==> src/rtl/qid_desc_consumer.sv <==
// Consumer end of the per-queue scheduling interface: takes one granted queue ID,
// issues up to BURST_MAX packet requests with matching descriptor decrements, then requeues it.
module qid_desc_consumer #(
  parameter int QUEUE_ID_WIDTH = 7,
  parameter int DESC_CNT_WIDTH = 16,
  parameter int BURST_MAX      = 8,
  parameter int DEC_SETTLE     = 2,
  parameter int TCQ            = 1
) (
  input  logic                      user_clk,
  input  logic                      user_reset_n,
  input  logic                      enable,
  input  logic                      qid_vld,
  input  logic [QUEUE_ID_WIDTH-1:0] qid,
  input  logic [DESC_CNT_WIDTH-1:0] qid_desc_avail,
  output logic                      qid_rdy,
  output logic                      pkt_req_vld,
  output logic [QUEUE_ID_WIDTH-1:0] pkt_req_qid,
  output logic                      pkt_req_last,
  input  logic                      pkt_req_rdy,
  output logic                      desc_cnt_dec,
  output logic [QUEUE_ID_WIDTH-1:0] desc_cnt_dec_qid,
  output logic                      requeue_vld,
  output logic [QUEUE_ID_WIDTH-1:0] requeue_qid,
  input  logic                      requeue_rdy,
  output logic                      busy
);

  localparam int SettleW = (DEC_SETTLE < 2) ? 1 : $clog2(DEC_SETTLE + 1);
  localparam logic [SettleW-1:0] SettleLoad = SettleW'((DEC_SETTLE > 0) ? DEC_SETTLE - 1 : 0);
  localparam logic [SettleW-1:0] SettleOne  = SettleW'(1);
  localparam logic [DESC_CNT_WIDTH-1:0] BurstMaxC = DESC_CNT_WIDTH'(BURST_MAX);
  localparam logic [DESC_CNT_WIDTH-1:0] CntOne    = DESC_CNT_WIDTH'(1);
  localparam logic [DESC_CNT_WIDTH-1:0] CntTwo    = DESC_CNT_WIDTH'(2);

  // TCQ only matters to delay-annotated simulation models; this RTL adds none.
  if (TCQ < 0) begin : g_tcq_unused
  end

  typedef enum logic [1:0] {
    IDLE,
    ISSUE,
    SETTLE,
    REQUEUE
  } state_t;

  state_t                    state_q;
  logic [QUEUE_ID_WIDTH-1:0] curQid_q;
  logic [DESC_CNT_WIDTH-1:0] remaining_q;
  logic [DESC_CNT_WIDTH-1:0] grantCnt_d;
  logic [SettleW-1:0]        settleCnt_q;
  logic                      pktReqVld_q;
  logic                      pktReqLast_q;
  logic                      descCntDec_q;
  logic                      requeueVld_q;
  logic                      grantFire;
  logic                      pktFire;
  logic                      rqFire;

  // Reset is folded in so that no output reads high while reset is held.
  assign qid_rdy    = (state_q == IDLE) & enable & user_reset_n;
  assign grantFire  = qid_vld & qid_rdy;
  assign pktFire    = pktReqVld_q & pkt_req_rdy;
  assign rqFire     = requeueVld_q & requeue_rdy;
  assign grantCnt_d = (qid_desc_avail > BurstMaxC) ? BurstMaxC : qid_desc_avail;

  always_ff @(posedge user_clk or negedge user_reset_n) begin
    if (!user_reset_n) begin
      state_q      <= IDLE;
      curQid_q     <= '0;
      remaining_q  <= '0;
      settleCnt_q  <= '0;
      pktReqVld_q  <= 1'b0;
      pktReqLast_q <= 1'b0;
      descCntDec_q <= 1'b0;
      requeueVld_q <= 1'b0;
    end else begin
      descCntDec_q <= 1'b0;
      case (state_q)
        IDLE: begin
          if (grantFire) begin
            curQid_q    <= qid;
            remaining_q <= grantCnt_d;
            if (grantCnt_d == '0) begin
              state_q      <= REQUEUE;
              requeueVld_q <= 1'b1;
            end else begin
              state_q      <= ISSUE;
              pktReqVld_q  <= 1'b1;
              pktReqLast_q <= (grantCnt_d == CntOne);
            end
          end
        end
        ISSUE: begin
          if (pktFire) begin
            descCntDec_q <= 1'b1;
            remaining_q  <= remaining_q - CntOne;
            if (remaining_q == CntOne) begin
              pktReqVld_q  <= 1'b0;
              pktReqLast_q <= 1'b0;
              if (DEC_SETTLE == 0) begin
                state_q      <= REQUEUE;
                requeueVld_q <= 1'b1;
              end else begin
                state_q     <= SETTLE;
                settleCnt_q <= SettleLoad;
              end
            end else begin
              pktReqLast_q <= (remaining_q == CntTwo);
            end
          end
        end
        // Gives the scheduler time to absorb the last decrement before the ID returns.
        SETTLE: begin
          if (settleCnt_q == '0) begin
            state_q      <= REQUEUE;
            requeueVld_q <= 1'b1;
          end else begin
            settleCnt_q <= settleCnt_q - SettleOne;
          end
        end
        REQUEUE: begin
          if (rqFire) begin
            state_q      <= IDLE;
            requeueVld_q <= 1'b0;
          end
        end
        default: begin
          state_q <= IDLE;
        end
      endcase
    end
  end

  assign pkt_req_vld      = pktReqVld_q;
  assign pkt_req_qid      = curQid_q;
  assign pkt_req_last     = pktReqLast_q;
  assign desc_cnt_dec     = descCntDec_q;
  assign desc_cnt_dec_qid = curQid_q;
  assign requeue_vld      = requeueVld_q;
  assign requeue_qid      = curQid_q;
  assign busy             = (state_q != IDLE);

endmodule
==> config.mk <==
export PLATFORM = sky130hd
export DESIGN_NAME = qid_desc_consumer
export DESIGN_NICKNAME = d
export VERILOG_FILES = /design/src/rtl/qid_desc_consumer.sv
export SDC_FILE = /design/constraint.sdc
export NUM_CORES = 1
export LEC_CHECK = 0
export ABC_CLOCK_PERIOD_IN_PS = 2500
export BUFFER_PORTS_ARGS = -buffer_cell sky130_fd_sc_hd__buf_2
export CORE_MARGIN = 2
export CORE_UTILIZATION = 54
export CTS_BUF_LIST = sky130_fd_sc_hd__clkbuf_4 sky130_fd_sc_hd__clkbuf_8
export CTS_CLUSTER_DIAMETER = 100
export CTS_CLUSTER_SIZE = 10
export DETAILED_ROUTE_END_ITERATION = 6
export GPL_TIMING_DRIVEN = 0
export PLACE_DENSITY_LB_ADDON = 0.12
export SLEW_MARGIN = 10
export SYNTH_ARGS = -nofsm -noshare
export SYNTH_HDL_FRONTEND = slang
export SYNTH_SLANG_ARGS = --single-unit
export TNS_END_PERCENT = 5
==> constraint.sdc <==
create_clock -name user_clk -period 2.5 [get_ports user_clk]
set_clock_uncertainty 0.05 [all_clocks]
set_input_delay 0.375 -clock user_clk [delete_from_list [all_inputs] [get_ports user_clk]]
set_output_delay 0.375 -clock user_clk [all_outputs]
set_load 0.02 [all_outputs]
* After elaboration in Yosys (flattened, before gate mapping)
Cells that the tools add are included.
** Operators by class
- Add/sub/neg operators :: 2
- Magnitude comparators :: 1
- Equality and inequality tests :: 14
- Muxes and demuxes :: 32
- Bitwise gates (word level) :: 5
- Reduce and logical (&&, ||, !) cells :: 14
** Operators by type and width (count)
- 2-to-1 mux 16 bit :: 3
- == test 16 x 1 -> 1 bit (second input constant) :: 2
- one-hot mux 16 bit (2 select lines) :: 1
- 2-to-1 mux 2 bit :: 9
- == test 16 x 2 -> 1 bit (second input constant) :: 1
- greater-than comparator 16 x 4 -> 1 bit (second input constant) :: 1
- logical NOT 16 bit :: 1
- subtractor 16 x 1 -> 16 bit (second input constant) :: 1
- AND reduction 5 bit :: 3
- 2-to-1 mux 1 bit :: 14
- != test 2 bit (second input constant) :: 7
- one-hot mux 2 bit (4 select lines) :: 1
- AND reduction 4 bit :: 2
- nonzero test 2 bit :: 3
- bitwise AND 1 bit :: 5
- == test 2 bit (second input constant) :: 2
- logical NOT 2 bit :: 2
- one-hot mux 1 bit (2 select lines) :: 2
- one-hot mux 2 bit (2 select lines) :: 1
- one-hot mux 1 bit (3 select lines) :: 1
- AND reduction 3 bit :: 1
- nonzero test 3 bit :: 1
- == test 2 x 1 -> 1 bit (second input constant) :: 1
- != test 2 x 1 -> 1 bit (second input constant) :: 1
- other kinds (2) :: 2
** Word-level totals
- Flip-flop bits (word level) :: 31
- Input port bits :: 29

* Logic depth before layout (Yosys ltp)
- Depth in word-level cells :: 6
- Depth in mapped cells :: 8

* Worst setup path before layout
No wires, ideal clock.
- Path type :: register to register
- Start point :: register state_q[0]
- End point :: register requeueVld_q (netlist: requeue_vld)
- Library setup time :: 0.127 ns
- Arrival time :: 1.878 ns
- Data required time :: 2.323 ns
- Path slack :: 0.445 ns
- Stages on the path, launching flop included :: 8
- Path buffers :: 1
- Period minus slack after synthesis :: 2.055 ns
- Cells stage by stage :: dfrtp_1 inv_1 ha_1 nand4_1 clkbuf_1 a2111oi_0 mux2i_1 nand3_1
** On the way
- Cells in the longest elaborated chain, start to end :: 6
- Elaborated cells between the ends (all ways) :: 13
- Those cells by class :: eq/ne: 6; mux: 1; bitwise: 3; reduce/logical: 3
** RTL lines
- start: declaration :: line 47 : state_t state_q;
- start signal: assignment :: line 69 : state_q <= IDLE;
- start signal: assignment :: line 85 : state_q <= REQUEUE;
- start signal: assignment :: line 88 : state_q <= ISSUE;
- logical NOT 2 bit :: line 61, 79
- bitwise AND 1 bit (2 in series) :: line 61 : assign qid_rdy = (state_q == IDLE) & enable & user_reset_n;
- bitwise AND 1 bit :: line 62 : assign grantFire = qid_vld & qid_rdy;
- != test 2 bit (no line)
- AND reduction 5 bit (no line)
- end signal: assignment :: line 76 : requeueVld_q <= 1'b0;
- end signal: assignment :: line 86 : requeueVld_q <= 1'b1;
- end signal: assignment :: line 103 : requeueVld_q <= 1'b1;
- end: declaration :: line 55 : logic requeueVld_q;
Parallel ways exist; a longest one is shown, timed or not.
A chain may end at the register's enable or synchronous reset.

* Worst setup path after layout
- Start point :: register state_q[0]
- End point :: register remaining_q[6]
** On the way
- Cells in the longest elaborated chain, start to end :: 6
- Elaborated cells between the ends (all ways) :: 10
- Those cells by class :: eq/ne: 3; mux: 1; bitwise: 3; reduce/logical: 3
** RTL lines
- logical NOT 2 bit :: line 61, 79
- bitwise AND 1 bit (2 in series) :: line 61
- bitwise AND 1 bit :: line 62
- != test 2 bit (no line)
- AND reduction 3 bit (no line)
- end signal: assignment :: line 83 : remaining_q <= grantCnt_d;
- end signal: assignment :: line 97 : remaining_q <= remaining_q - CntOne;
- end: declaration :: line 49 : logic [DESC_CNT_WIDTH-1:0] remaining_q;
Parallel ways exist; a longest one is shown, timed or not.

==> results by group <==
Timing
  • RSZ-0062 raised after global routing: yes
  • Worst setup margin: between 0.2 and 0.25 ns
  • Max-slew violations: 0
  • Final setup TNS: 0 ns
  • Post-layout min period: 2.28 ns
  • Final Hold Fails: 0
  • Relative slew margins: 51.8%
  • Tcrit/Tclk final: 91.3%
  • Hold slack: between 0.006 and 0.007 ns
  • Fmax achieved: around 0.44 GHz
  • Worst slew pin tran: 0.716 ns
  • Final setup violation count: 0

Detailed routing
  • Final WL: roughly 4700 um
  • Via density: ~5.7
  • Router iterations before antenna repair: 4
  • Post-DR wirelength/cell: between 10 and 15 um
  • Remaining antenna violation count after routing: 0
  • Initial drt markers: 106
  • Vias: approximately 1.9k
  • Residual DRC: 0

Critical path
  • Critical path capture point type: flip-flop
  • CP Cell Sequence: inv_1, ha_1, and4_1, buf_6, o21bai_2, clkbuf_1, o21ai_0, a22o_1
  • Startpoint class of the critical path: flip-flop
  • R2r setup slk: about 0.22 ns
  • Crit path kind: flip-flop to flip-flop
  • R2R cell count: 8
  • WP data arrival: 2.41 ns
  • Crit-path slowest cell: clkbuf_1
  • Reg-to-reg endpoint: remaining_q[6]$_DFFE_PN0P_
  • Critical-path maximum fanout: 10
  • CP peak stage delay: 0.42 ns
  • Critical Path RT: roughly 2.6 ns
  • Launch point of the worst reg-to-reg path: state_q[0]$_DFFE_PN0P_

Synth
  • Top_reg_cell synth: dfrtp_1
  • Most frequent cell after synthesis: dfrtp_1
  • Post-synth top area cell: dfrtp_1
  • Largest cells by area after synthesis: dfrtp_1 (38%), buf_4 (5.5%), ha_1 (5.5%)
  • Yosys warning count: 0
  • Cell Area, Synth: between 2000 and 2500 sq um
  • FFs w/ async S/R, synth: 100%
  • Seq cells post-synth: 31
  • Post-Synthesis Cells: about 230
  • Syn_nets: between 200 and 300
  • Synth cell types: 57
  • Syn Area/Cell: 9.04 sq um
  • Sequential area share after synthesis: a little under two fifths
  • EDFF count, synth: 0
  • Synth cell count leaders: dfrtp_1 (31), nand2_1 (29), buf_4 (15), nor2_1 (15), o21ai_0 (13)
  • Top cell type's share of synthesized area: 37.6%

Floorplan
  • # rows: 22
  • Core area: 3660 sq um
  • Vert. Die Dim: roughly 66 um
  • Die ar.: 4330 sq um
  • Starting Density: 56.3%
  • Die width: about 66 um
  • Top-Level Pins: 56

Cells and area
  • Layout cells sized above 1: a little under a third
  • Synthesis-to-finish area growth: 22.4%
  • Register Area: between 700 and 800 sq um
  • Nets: approximately 330
  • Fillers: approximately 330
  • Design area: 2520 sq um
  • Area of the multi-input gates: 1060 sq um
  • Ant. Diodes: 0

Global route
  • Initial antenna violation count: 0
  • First-pass GRT wire length: between 8000 and 9000 um
  • Largest net degree at the start of global routing: 35
  • Total GRT Usage: 24.4%
  • Vias in the first global route: 1793
  • Grt total ovfl: 0

CTS
  • H-tree depth: 2
  • Clock Latency Late Sink: between 0.2 and 0.3 ns
  • CTS clk-pin slew, worst paths: roughly 0.07 ns
  • CTS tree: yes
  • Clock Sinks: 31
  • Root buf cell: clkbuf_8
  • # Post-CTS Setup Buffers: 0
  • Num CTS Buffers: 5
  • Clock Tree Buf Depth: 2

Flow run
  • Max-cap violations: 0

Place
  • Area post-placement: roughly 2400 sq um
  • Dpl ws: -0.261 ns
  • Port buffer count: 55
  • HPWL after DPL: 3520 um
  • RePlAce Congestion: 0.905

Pwr
  • Leak Pwr: roughly 1.3 nW
  • Power Density: between 400 and 500 nW/um^2
  • Maximum vdd ir drop: 0.416 mV

Run status
  • Status: finished clean

Worst hold path
  • Hold Crit Class: primary input to asynchronous set/reset pin
critical path, delay by kind of cell, from the launching register on:
kind | cells | cell delay, ns
adders and majority gates | 1 | 0.24
DFF | 1 | 0.38
and+or+nand+nor | 1 | 0.16
buffers and inverters | 3 | 0.65
AOI/OAI and AO/OA | 3 | 0.69
cell type report:
cell class	count	area share, %
buffer	26	7.59
clock buffer	6	3.27
clock inverter	2	1.39
inverter	10	1.49
multi-input combinational	161	42.1
sequential	31	30.7
tap	48	2.38
timing repair buffer	55	11.0
repair_timing:
action / 4_1_cts / 5_1_grt
hold buffers: 0 / 0
resized for setup: 0 / 5
setup endpoints to repair: 0 / 11
where the power goes:
| group | switching [W] | total (W) | internal [W] | leakage (nW) |
|---|---|---|---|---|
| combinational | 0.0000199 | 0.0000370 | 0.0000171 | 0.822 |
| clock | 0.000186 | 0.000508 | 0.000322 | 0.0612 |
| sequential | 0.000000000419 | 0.000502 | 0.000502 | 0.391 |
logic make-up after synthesis:
family / count (synthesis) / synth area share, %
mux: 5 / 2.49
compound gates: 59 / 20.6
simple gates: 88 / 22.8
flops: 31 / 37.6
buf+inv: 36 / 11.0
fa+ha+maj: 9 / 5.46
through the flow:
step / util [%] / std cells / total power (W)
5_1_grt: 68.9 / 339 / 0.00108
6_report: 68.9 / 339 / 0.00105
3_5_place_dp: 65.5 / 331 / 0.000548
3_3_place_gp: 65.5 / 331 / 0.000548
2_1_floorplan: - / 228 / 0.000514
4_1_cts: 68.7 / 339 / 0.00105
worst max-delay path by stage:
stage                                       endpoint                    from
after detailed placement     requeue_vld$_DFFE_PN0P_            user_reset_n
after global routing         requeue_vld$_DFFE_PN0P_  state_q[1]$_DFFE_PN0P_
after CTS                 remaining_q[8]$_DFFE_PN0P_  state_q[0]$_DFFE_PN0P_
after floorplan              requeue_vld$_DFFE_PN0P_  state_q[0]$_DFFE_PN0P_
final                     remaining_q[6]$_DFFE_PN0P_  state_q[0]$_DFFE_PN0P_
after global placement       requeue_vld$_DFFE_PN0P_            user_reset_n
metal layers:
layer	part of all wire, %	routed length (um)	global-route usage, %
met5	0	0	0
met4	1.3	63	9.64
met3	6.1	285	4.77
met2	46	2150	38.4
met1	47	2200	33.1
cell usage in the layout (no fill, tap or decap), drive strengths merged, types with 6 or more instances in the layout:
| cell | synthesis | layout |
|---|---|---|
| nand2 | 29 | 29 |
| ha | 9 | 9 |
| inv | 10 | 10 |
| nor2 | 15 | 15 |
| buf | 18 | 72 |
| nor4 | 10 | 10 |
| o21ai | 13 | 13 |
| clkbuf | 8 | 15 |
| a21oi | 6 | 6 |
| dfrtp | 31 | 31 |
registers in the layout, summed over array words and instances (netlist names):
| name | flops |
|---|---|
| desc_cnt_dec | 1 |
| desc_cnt_dec_qid | 7 |
| pkt_req_last | 1 |
| pkt_req_vld | 1 |
| remaining_q | 16 |
| requeue_vld | 1 |
| settleCnt_q | 2 |
| state_q | 2 |
(Power assumes the default switching activity.)
